File: config.mk
export PLATFORM = sky130hd
export DESIGN_NAME = ecp5pll_phase_ctrl_flat
export DESIGN_NICKNAME = d
export VERILOG_FILES = /design/src/rtl/ecp5pll_phase_ctrl_if.sv /design/src/rtl/ecp5pll_phase_ctrl.sv /design/src/flat_wrapper.sv
export SDC_FILE = /design/constraint.sdc
export NUM_CORES = 1
export LEC_CHECK = 0
export ABC_AREA = 1
export BUFFER_PORTS_ARGS = -buffer_cell sky130_fd_sc_hd__buf_2
export CELL_PAD_IN_SITES_DETAIL_PLACEMENT = 1
export CELL_PAD_IN_SITES_GLOBAL_PLACEMENT = 1
export CORE_AREA = 2 2 122 124
export DETAILED_ROUTE_END_ITERATION = 8
export DIE_AREA = 0 0 124 126
export HOLD_SLACK_MARGIN = 0.1
export PLACE_DENSITY = 0.87
export SYNTH_ARGS = -nofsm -noshare
export SYNTH_HDL_FRONTEND = slang
export SYNTH_SLANG_ARGS = --single-unit
File: constraint.sdc
create_clock -name clk_i -period 5.4 [get_ports clk_i]
set_clock_uncertainty 0.1 [all_clocks]
set_input_delay 0.54 -clock clk_i [delete_from_list [all_inputs] [get_ports clk_i]]
set_output_delay 0.54 -clock clk_i [all_outputs]
set_load 0.02 [all_outputs]
File: src/rtl/ecp5pll_phase_ctrl_if.sv
// rtl/ecp5pll_phase_ctrl_if.sv - phase-move request handshake between software-side master and the sequencer
interface ecp5pll_phase_ctrl_if #(
    parameter int PHASE_W = 10
);
    logic               req_valid;
    logic               req_ready;
    logic [1:0]         req_ch;
    logic [PHASE_W-1:0] req_phase;

    modport master (
        output req_valid,
        output req_ch,
        output req_phase,
        input  req_ready
    );

    modport slave (
        input  req_valid,
        input  req_ch,
        input  req_phase,
        output req_ready
    );
endinterface

File: src/rtl/ecp5pll_phase_ctrl.sv
// rtl/ecp5pll_phase_ctrl.sv - ECP5 PLL dynamic phase-shift sequencer, shortest-path stepping per channel
module ecp5pll_phase_ctrl #(
    parameter int CHANNELS   = 4,
    parameter int PHASE_W    = 10,
    parameter int PHASE_MOD0 = 8,
    parameter int PHASE_MOD1 = 8,
    parameter int PHASE_MOD2 = 8,
    parameter int PHASE_MOD3 = 8,
    parameter int SETUP_CYC  = 2,
    parameter int STEP_HI    = 4,
    parameter int STEP_GAP   = 4,
    parameter int SETTLE_CYC = 64
) (
    input  logic                   clk_i,
    input  logic                   reset_n,
    ecp5pll_phase_ctrl_if.slave    req,
    input  logic                   locked,
    output logic [1:0]             phasesel,
    output logic                   phasedir,
    output logic                   phasestep,
    output logic                   phaseloadreg,
    output logic                   busy,
    output logic                   done,
    output logic                   err,
    output logic [4*PHASE_W-1:0]   cur_phase
);

    localparam int PW1 = PHASE_W + 1;
    localparam int TW  = 16;

    typedef enum logic [2:0] {
        S_IDLE, S_CHECK, S_WAIT_LOCK, S_SETUP, S_PULSE, S_GAP, S_SETTLE, S_DONE
    } state_t;

    state_t             state, next_state;
    logic [TW-1:0]      timer;
    logic [1:0]         lat_ch;
    logic [PHASE_W-1:0] lat_target;
    logic               dir_q;
    logic [PHASE_W-1:0] steps_q;
    logic [PHASE_W-1:0] cur_q [4];
    logic               req_ready_q;
    logic               err_c;

    logic [PW1-1:0]     mod_sel;
    logic [PHASE_W-1:0] cur_sel;
    logic [PW1-1:0]     d;
    logic               ch_ok, tgt_ok, dir_c;
    logic [PHASE_W-1:0] steps_c, next_up, next_dn;

    function automatic logic [PW1-1:0] mod_of(input logic [1:0] ch);
        case (ch)
            2'd0:    return PW1'(PHASE_MOD0);
            2'd1:    return PW1'(PHASE_MOD1);
            2'd2:    return PW1'(PHASE_MOD2);
            default: return PW1'(PHASE_MOD3);
        endcase
    endfunction

    assign req.req_ready = req_ready_q;
    assign phaseloadreg  = 1'b0;

    for (genvar n = 0; n < 4; n++) begin : g_cur
        assign cur_phase[n*PHASE_W +: PHASE_W] = cur_q[n];
    end

    // Shortest-path decision: forward distance d, go backwards only when strictly shorter.
    always_comb begin
        mod_sel = mod_of(lat_ch);
        cur_sel = cur_q[lat_ch];
        ch_ok   = int'(lat_ch) < CHANNELS;
        tgt_ok  = {1'b0, lat_target} < mod_sel;
        if (lat_target >= cur_sel)
            d = {1'b0, lat_target} - {1'b0, cur_sel};
        else
            d = {1'b0, lat_target} + mod_sel - {1'b0, cur_sel};
        dir_c   = d <= (mod_sel >> 1);
        steps_c = dir_c ? PHASE_W'(d) : PHASE_W'(mod_sel - d);
        next_up = (({1'b0, cur_sel} + PW1'(1)) == mod_sel) ? '0 : cur_sel + 1'b1;
        next_dn = (cur_sel == '0) ? PHASE_W'(mod_sel - PW1'(1)) : cur_sel - 1'b1;
    end

    always_comb begin
        next_state = state;
        err_c      = 1'b0;
        case (state)
            S_IDLE:      if (req.req_valid && req_ready_q) next_state = S_CHECK;
            S_CHECK: begin
                if (!ch_ok || !tgt_ok) begin
                    next_state = S_IDLE;
                    err_c      = 1'b1;
                end else if (d == '0) begin
                    next_state = S_DONE;
                end else begin
                    next_state = locked ? S_SETUP : S_WAIT_LOCK;
                end
            end
            S_WAIT_LOCK: if (locked) next_state = S_SETUP;
            S_SETUP:     if (timer == '0) next_state = S_PULSE;
            S_PULSE:     if (timer == '0) next_state = S_GAP;
            S_GAP: begin
                if (timer == '0) begin
                    if (steps_q != '0)
                        next_state = locked ? S_SETUP : S_WAIT_LOCK;
                    else
                        next_state = (SETTLE_CYC > 0) ? S_SETTLE : S_DONE;
                end
            end
            S_SETTLE:    if (timer == '0) next_state = S_DONE;
            S_DONE:      next_state = S_IDLE;
            default:     next_state = S_IDLE;
        endcase
    end

    always_ff @(posedge clk_i) begin
        if (!reset_n) begin
            state       <= S_IDLE;
            timer       <= '0;
            lat_ch      <= '0;
            lat_target  <= '0;
            dir_q       <= 1'b0;
            steps_q     <= '0;
            for (int i = 0; i < 4; i++) cur_q[i] <= '0;
            req_ready_q <= 1'b0;
            phasesel    <= '0;
            phasedir    <= 1'b0;
            phasestep   <= 1'b0;
            busy        <= 1'b0;
            done        <= 1'b0;
            err         <= 1'b0;
        end else begin
            state <= next_state;

            if (next_state != state) begin
                case (next_state)
                    S_SETUP:  timer <= TW'(SETUP_CYC - 1);
                    S_PULSE:  timer <= TW'(STEP_HI - 1);
                    S_GAP:    timer <= TW'(STEP_GAP - 1);
                    S_SETTLE: timer <= TW'(SETTLE_CYC - 1);
                    default:  timer <= '0;
                endcase
            end else if (timer != '0) begin
                timer <= timer - 1'b1;
            end

            if (state == S_IDLE && next_state == S_CHECK) begin
                lat_ch     <= req.req_ch;
                lat_target <= req.req_phase;
            end

            if (state == S_CHECK) begin
                dir_q   <= dir_c;
                steps_q <= steps_c;
            end

            // Pins only change on the way into SETUP, so they sit still between moves.
            if (next_state == S_SETUP && state != S_SETUP) begin
                phasesel <= lat_ch;
                phasedir <= (state == S_CHECK) ? dir_c : dir_q;
            end

            if (state == S_PULSE && next_state == S_GAP) begin
                cur_q[lat_ch] <= dir_q ? next_up : next_dn;
                steps_q       <= steps_q - 1'b1;
            end

            req_ready_q <= (next_state == S_IDLE);
            busy        <= (next_state != S_IDLE) && (next_state != S_DONE);
            done        <= (next_state == S_DONE);
            err         <= err_c;
            phasestep   <= (next_state == S_PULSE);
        end
    end

endmodule

File: src/flat_wrapper.sv
// flat-port wrapper written by rule: the top's interface ports become plain ports
module ecp5pll_phase_ctrl_flat 
#(
    parameter int CHANNELS   = 4,
    parameter int PHASE_W    = 10,
    parameter int PHASE_MOD0 = 8,
    parameter int PHASE_MOD1 = 8,
    parameter int PHASE_MOD2 = 8,
    parameter int PHASE_MOD3 = 8,
    parameter int SETUP_CYC  = 2,
    parameter int STEP_HI    = 4,
    parameter int STEP_GAP   = 4,
    parameter int SETTLE_CYC = 64
)
  (clk_i, reset_n, locked, phasesel, phasedir, phasestep, phaseloadreg, busy, done, err, cur_phase, req_req_valid, req_req_ch, req_req_phase, req_req_ready);
  ecp5pll_phase_ctrl_if #(.PHASE_W(PHASE_W)) req_i ();
  input  logic clk_i;
  input  logic reset_n;
  input  logic locked;
  output logic [1:0] phasesel;
  output logic phasedir;
  output logic phasestep;
  output logic phaseloadreg;
  output logic busy;
  output logic done;
  output logic err;
  output logic [4*PHASE_W-1:0] cur_phase;
  input wire logic [$bits(req_i.req_valid)-1:0] req_req_valid;
  input wire logic [$bits(req_i.req_ch)-1:0] req_req_ch;
  input wire logic [$bits(req_i.req_phase)-1:0] req_req_phase;
  output wire logic [$bits(req_i.req_ready)-1:0] req_req_ready;
  assign req_i.req_valid = req_req_valid;
  assign req_i.req_ch = req_req_ch;
  assign req_i.req_phase = req_req_phase;
  assign req_req_ready = req_i.req_ready;
  ecp5pll_phase_ctrl #(.CHANNELS(CHANNELS), .PHASE_W(PHASE_W), .PHASE_MOD0(PHASE_MOD0), .PHASE_MOD1(PHASE_MOD1), .PHASE_MOD2(PHASE_MOD2), .PHASE_MOD3(PHASE_MOD3), .SETUP_CYC(SETUP_CYC), .STEP_HI(STEP_HI), .STEP_GAP(STEP_GAP), .SETTLE_CYC(SETTLE_CYC)) u_core (.clk_i(clk_i), .reset_n(reset_n), .req(req_i), .locked(locked), .phasesel(phasesel), .phasedir(phasedir), .phasestep(phasestep), .phaseloadreg(phaseloadreg), .busy(busy), .done(done), .err(err), .cur_phase(cur_phase));
endmodule
* Word level (Yosys, flattened, before mapping)
Memory sizes are Yosys's and may differ from the RTL's. A register that Yosys moved wholly into a read port is not among the register bits.
Cells that the tools add are included.
** Operators by class
- Add/sub/neg operators :: 9
- Multiplexer cells :: 32
- Equality and inequality tests :: 17
- Reductions and logical operators :: 18
- Magnitude comparators :: 3
** Operator list (number)
- 2-to-1 mux 10 bit :: 7
- 2-to-1 mux 16 bit :: 2
- 2-to-1 mux 3 bit :: 9
- equality test 3 bit, second input constant :: 8
- case mux 3 bit (8 select lines) :: 1
- subtractor 10 x 1 -> 10 bit, second input constant :: 2
- case mux 6 bit (3 select lines) :: 1
- zero test 16 bit :: 1
- nonzero test 16 bit :: 1
- subtractor 16 x 1 -> 16 bit, second input constant :: 1
- adder 10 x 1 -> 11 bit, second input constant :: 1
- adder 10 x 4 -> 11 bit, second input constant :: 1
- equality test 11 x 4 -> 1 bit, second input constant :: 1
- less-or-equal comparator 11 x 3 -> 1 bit, second input constant :: 1
- zero test 11 bit :: 1
- 2-to-1 mux 11 bit :: 1
- subtractor 10 x 10 -> 11 bit :: 1
- subtractor 11 x 10 -> 11 bit :: 1
- adder 10 x 1 -> 10 bit, second input constant :: 1
- >= comparator 10 bit :: 1
- zero test 10 bit :: 1
- less-than comparator 10 x 4 -> 1 bit, second input constant :: 1
- nonzero test 10 bit :: 1
- OR reduction 10 bit :: 1
- 14 further kinds :: 32
** Word-level totals
- Register bits after elaboration :: 50
- Input bits :: 16
- Memory bits (writable) :: 40
- Memories kept :: 1
- Logic and storage cells :: 93
- Output and inout port bits :: 49
** Memories
- u_core.cur_q :: depth 4, bits a word 10, rd ports 5, clocked after memory_dff 1, write ports 4, line ecp5pll_phase_ctrl.sv:41 : logic [PHASE_W-1:0] cur_q [4];

* Logic depth before layout (Yosys ltp)
Gate-level depths: netlist of run 1.
- Depth in word-level cells :: 14
- Depth in mapped cells :: 29
- Gate-level depth less buffers :: 28

* Worst setup path before layout of run 1
OpenSTA, ideal clock, no wires.
- Path kind :: reg-to-reg
- Start :: reg with a tool-made name
- End :: mem u_core.cur_q[0][0], enable pin
- Buffers on the path :: 2
- Library setup time :: 0.340 ns
- Slack :: 1.220 ns
- Data required time :: 4.960 ns
- Clock period less this slack :: 4.180 ns
- Data arrival time :: 3.740 ns
- Cell stages (with the launch flop) :: 27
- Cell sequence :: dfxtp_1 > inv_2 > buf_2 > a32oi_1 > inv_1 > ha_1 > fa_1 > nand2_1 > nand2_1 > nand2_1 > and2_1 > nand2_1 > nand2_1 > nand2_1 > nand2_1 > nand2_2 > nand3_1 > nor2_2 > nand2_2 > nand2_4 > nand2_4 > inv_6 > nand2_4 > nor2_8 > nand3_2 > buf_6 > nand2_1
** RTL lines (line)
- end: declaration :: ecp5pll_phase_ctrl.sv:41

==> results of run 1 <==
## path summary, 6_finish.rpt
kind                                             end  cells after the start  slack (ps)
worst max register to register    u_core.cur_q[2][3]                     27         440
worst min-delay path            u_core.lat_target[7]                      3         370
worst max-delay path              u_core.cur_q[2][3]                     27         440
worst min register to register      u_core.timer[10]                      2         390
## stage by stage
stage	hold slack, ps	cell area (sq um)	utilization (%)
floorplan	335	6230	-
global placement	359	6710	46.8
detailed placement	366	6710	46.8
CTS	378	7010	48.9
global route	399	7020	49.1
finish	375	7020	49.1
## worst max-delay path, delay by kind of cell, from the launching register on
kind	cells	cell delay (ps)
flip-flops	1	390
AND/OR/NAND/NOR	21	2610
buffers and inverters	4	590
adder cells (fa/ha/maj)	2	920
## layer usage
metal,vias up,wire [microns]
met5,-,0
met4,0,459
met3,39,664
met2,141,9580
met1,2837,8500
li1,2876,-
## state kept, by name, indices dropped and copies added, names as in the netlist, named ones only
name                  cells
u_core.busy               1
u_core.cur_q             40
u_core.dir_q              1
u_core.done               1
u_core.err                1
u_core.lat_ch             2
u_core.lat_target        10
u_core.phasedir           1
u_core.phasesel           2
u_core.phasestep          1
u_core.req.req_ready      1
u_core.state              3
u_core.steps_q           10
u_core.timer             16
## what timing repair did
item	4_1_cts	5_1_grt
endpoints found under the setup margin	0	32
buffers inserted	0	0
hold buffers	0	0
gates resized for setup	0	4
## cells in the final DEF, fill, tap and decap left out, types with 5 or more instances in the layout
cell type  netlist  layout
a32oi_1          6       5
nand2_4          5       5
nor2_2           7       7
nor3_1          20      20
nand4_1         21      21
inv_1           95      94
buf_2            8      63
o21ai_0         35      35
a21oi_1         52      52
edfxtp_1        40      40
nand2_1        176     174
xor2_1          25      25
clkbuf_16        0       9
nand3_1         63      63
buf_4            1       5
nand2_2         13      15
nor4_1           9       9
nor2_1         107     107
dfxtp_1         52      52
xnor2_1         12      12
fa_1             9       9
ha_1            25      25
## report_power, final
| part | internal (uW) | leakage, uW | switching [uW] |
|---|---|---|---|
| Sequential | 866 | 0.000838 | 130 |
| Combinational | 1200 | 0.00227 | 2320 |
| Clock | 364 | 0.000145 | 286 |
## final cells by class
class | count | share of cell area, %
clock buffer | 10 | 3.26
clock inverter | 6 | 1.02
inverter | 100 | 5.47
multi-input combinational | 623 | 50.0
sequential | 92 | 31.9
tap | 184 | 3.28
timing repair buffer | 68 | 5.02
## cell families (layout without fill, tap and decap cells)
logic type	count (synthesis)	after routing	share of synthesized area (%)
AOI/OAI and AO/OA	112	112	10.4
other	1	1	0.0602
xor gates and xnor gates	38	38	5.65
adders and majority gates	34	34	7.92
DFF	92	92	36.0
buffers and inverters	118	184	7.78
muxes	1	1	0.161
and+or+nand+nor	437	437	32.0
==> flow_summary.yaml, run 1 <==
route:
  vias_per_cell: 5.44
  initialDrtViolationCount: 299
  ant_nets: 0
  drt_first_pass_iters: 4
  drc_errors: 0
  totalWireLength_microns: 19200
  num_vias: 5893
  wl_per_cell_microns: 17.7
timing:
  hold_violations: 0
  rsz0062_at_grt: "no"
  fin_tns_setup_ps: 0
  setup_slack_ps: 443
  finalCriticalPeriod_ps: 4960
  setup_viol: 0
  tightest_slew_ps: 783
  min_period_over_period_pct: 91.8
  relSlewSlack_pct: 47.4
  final_max_slew_viol_count: 0
  fmax_mhz: 202
clocking:
  cts_tree: "yes"
  numClockSinks: 92
  clk_path_buf_depth: 2
  path_clk_slew_ps: 70
  cts-buffers-inserted: 9
  root_buffer: "clkbuf_16"
  clkLatencyLatePin_ps: 350
  h-tree-depth: 3
synth:
  synth_common_cells: "nand2_1 (176), nor2_1 (107), inv_1 (95), nand3_1 (63)"
  synth_flop_cell: "dfxtp_1"
  synth_most_common_cell: "nand2_1"
  synth_nets: 883
  yosys_warnings: 0
  synth_area_leaders: "edfxtp_1 (19%), dfxtp_1 (17%), nand2_1 (11%)"
  synthArstFlopShare_pct: 0
  yosysTopAreaCell: "edfxtp_1"
  postSynthAreaPerCell_sq_um: 7.47
  ys_types: 51
  synthesis.area_sq_mm: 0.00623
  synth_edf_count: 40
  seq_area_frac_synth_pct: 36.0
  synth_seq_cells: 92
  synthCells: 833
  synth.top_cell.area_share_pct: 19.3
setup_path:
  crit_slowest_cell: "fa_1"
  crit_required_ps: 5300
  cp-start-kind: "register"
  cp_max_fo: 20
  cp.arrival_ps: 4860
  cp-end-kind: "register"
  path_common_cell: "nand2_1"
  worst-setup-path-type: "reg2reg"
  critPathMaxStageDelay_ps: 630
global_route:
  grt_pass1_vias: 5998
  grtUsageTotal_pct: 25.4
  grt_pass1_wl_microns: 30900
  gr-usage-met1_pct: 32.9
  grt_use_met3_pct: 2.63
  antenna_found_initial: 0
  top_usage_layer: "met2"
  grt_use_met2_pct: 43.7
  grt-ovfl-total: 0
  grt_max_degree: 26
place:
  place.detailed.hpwl_microns: 14600
  place_ws_ps: 199
  io_buffers: 63
  placedCellCount: 1067
  gp_congestion: 0.897
final_layout:
  instances_no_fill: 1083
  num_antenna_cells: 0
  multi_input_area_sq_mm: 0.00351
  final_nets: 944
  drive_gt1_share_pct: 14.9
  fillers: 1833
  ff_latch_area_sq_mm: 0.00224
  syn_to_final_growth_pct: 12.8
min_path:
  min_path_type: "in2reg"
  min_from: "req_req_phase[7]"
pwr:
  leakage_uw: 0.00326
  power_uw: 5170
  powerDensity_mw_per_mm2: 736
  vdd_drop_max_mv: 0.377
floorplan:
  core_sq_mm: 0.0143
  rows: 44
  die_w_microns: 124
  io_pins: 65
  initial_core_util_pct: 43.5
  die_y_microns: 126
  dieArea_sq_mm: 0.0156
outcome:
  status: "finished, final reports clean"
run:
  cap_violations: 0
No activity file was read; power rests on OpenSTA's default activity.
==> run 2: changes to the inputs <==
--- a/config.mk
+++ b/config.mk
@@ -7,11 +7,11 @@
 export LEC_CHECK = 0
 export ABC_AREA = 1
 export BUFFER_PORTS_ARGS = -buffer_cell sky130_fd_sc_hd__buf_2
-export CELL_PAD_IN_SITES_DETAIL_PLACEMENT = 1
-export CELL_PAD_IN_SITES_GLOBAL_PLACEMENT = 1
-export CORE_AREA = 2 2 122 124
+export CELL_PAD_IN_SITES_DETAIL_PLACEMENT = 2
+export CELL_PAD_IN_SITES_GLOBAL_PLACEMENT = 2
+export CORE_AREA = 2 2 137 139
 export DETAILED_ROUTE_END_ITERATION = 8
-export DIE_AREA = 0 0 124 126
+export DIE_AREA = 0 0 139 141
 export HOLD_SLACK_MARGIN = 0.1
 export PLACE_DENSITY = 0.87
 export SYNTH_ARGS = -nofsm -noshare
==> run 2 against run 1 <==
  * Setup slack lost 98 ps
  * Sequential power is essentially flat
  * Via count increased by 5.4%
  * Die area up 25%
  * Critical endpoint is now u_core.cur_q[1][3]
  * Largest cell class unchanged
==> flow_summary.yaml, run 2 (synthesized netlist as in run 1, its figures left out) <==
route:
  vias_per_cell: 5.48
  ant_nets: 0
  drt_first_pass_iters: 5
  initialDrtViolationCount: 305
  num_vias: 6214
  wl_per_cell_microns: 21.7
  totalWireLength_microns: 24600
  drc_errors: 0
floorplan:
  die_w_microns: 139
  io_pins: 65
  die_y_microns: 141
  rows: 50
  initial_core_util_pct: 34.1
  core_sq_mm: 0.0183
  dieArea_sq_mm: 0.0196
place:
  gp_congestion: 0.914
  io_buffers: 63
  placed_area_sq_mm: 0.00677
  place.detailed.hpwl_microns: 17600
timing:
  hold_violations: 0
  fin_tns_setup_ps: 0
  relSlewSlack_pct: 25.5
  final_max_slew_viol_count: 0
  fmax_mhz: 198
  holdWs_ps: 372
  finalCriticalPeriod_ps: 5050
  setup_viol: 0
  rsz0062_at_grt: "no"
  min_period_over_period_pct: 93.6
  tightest_slew_ps: 1110
setup_path:
  cp-start-kind: "register"
  cp_max_fo: 20
  cp.arrival_ps: 5010
  worst-setup-path-type: "reg2reg"
  crit_required_ps: 5350
  cp-end-kind: "register"
global_route:
  grt_pass1_wl_microns: 38500
  grt-ovfl-total: 0
  antenna_found_initial: 0
  gr-usage-met1_pct: 29.1
  grt_pass1_vias: 6822
  grt_max_degree: 26
  top_usage_layer: "met2"
  grt_use_met2_pct: 47.9
  grt_use_met3_pct: 3.09
  grtUsageTotal_pct: 25.2
min_path:
  min_path_type: "in2reg"
pwr:
  vdd_drop_max_mv: 0.252
  leakage_uw: 0.00326
  powerDensity_mw_per_mm2: 768
clocking:
  clkLatencyLatePin_ps: 370
  cts_setup_buffers: 0
  root_buffer: "clkbuf_16"
  path_clk_slew_ps: 80
  cts_tree: "yes"
  clk_path_buf_depth: 2
  numClockSinks: 92
  cts-buffers-inserted: 9
  h-tree-depth: 3
final_layout:
  most-common-layout-cells: "nand2_1 (172), nor2_1 (107), inv_1 (94)"
  final_nets: 945
  num_antenna_cells: 0
  reg_top3: "u_core.cur_q (40), u_core.timer (16)"
  final_common_cell: "nand2_1"
  regMostFlops: "u_core.cur_q"
  design_area_sq_mm: 0.00709
  drive_gt1_share_pct: 15.3
  largest_register_ffs: 40
  syn_to_final_growth_pct: 13.9
run:
  cap_violations: 0
outcome:
  status: "finished, final reports clean"
==> run 2: changes by cell type in the layout (fill, tap and decap cells not counted), sizes merged <==
cell	previous run	this run
inv	101	104
bufinv	1	0
clkbuf	10	9
==> run 2: cell type report <==
cell class | instances | area, sq um
fill | 2200 | 11200
multi-input combinational | 623 | 3530
sequential | 92 | 2240
inverter | 100 | 384
timing repair buffer | 68 | 353
tap | 234 | 293
clock buffer | 9 | 225
clock inverter | 7 | 62.6
timing repair inverter | 1 | 5.00
==> run 2: timing repair <==
item,4_1_cts,5_1_grt
setup endpoints to repair,30,40
hold buffers,0,0
gates cloned,0,1
hold endpoints to repair,0,0
gates resized for setup,3,5
==> run 2: critical path: stages, from the launching register on <==
cell and delay, ps:
dfxtp_1 450, buf_4 300, nand2_1 90, a32oi_1 360
ha_1 310, inv_1 120, ha_1 270, fa_1 490
nand3_1 120, nand3_1 110, xor2_1 170, nand3_1 90
nand2_2 100, nor2_4 180, nand2_2 90, nor2_2 120
nand2_2 100, nand2_4 100, nand2_4 90, inv_6 100
nand2_4 100, nor2_8 140, nand3_2 300, nand2_4 300
==> run 2: power breakdown <==
group / switching [uW] / internal (uW) / total (uW)
clock network: 335 / 325 / 660
logic: 2560 / 1210 / 3770
registers: 151 / 865 / 1020
==> run 2: final timing paths <==
path	start	end	slack [ps]	cells after the start
max	register	u_core.cur_q[1][3]	350	23
min	req_req_phase[6]	u_core.lat_target[6]	370	3
max reg2reg	register	u_core.cur_q[1][3]	350	23
min reg2reg	u_core.timer[10]	u_core.timer[10]	400	2
==> run 2: stage by stage <==
step           utilization (%)  setup slack (ps)  power [uW]  cells
2_1_floorplan                -              1220        3640    833
3_3_place_gp              37.1               611        4450   1117
3_5_place_dp              37.1               285        4630   1117
4_1_cts                   38.7               122        5430   1133
5_1_grt                   38.8              11.3        5890   1134
6_report                  38.8               345        5450   1134
==> run 2: per-layer routing <==
layer	up-vias	routed length (microns)
met4	0	602
li1	2876	-
met1	3122	10000
met5	-	0
met2	161	13100
met3	55	908
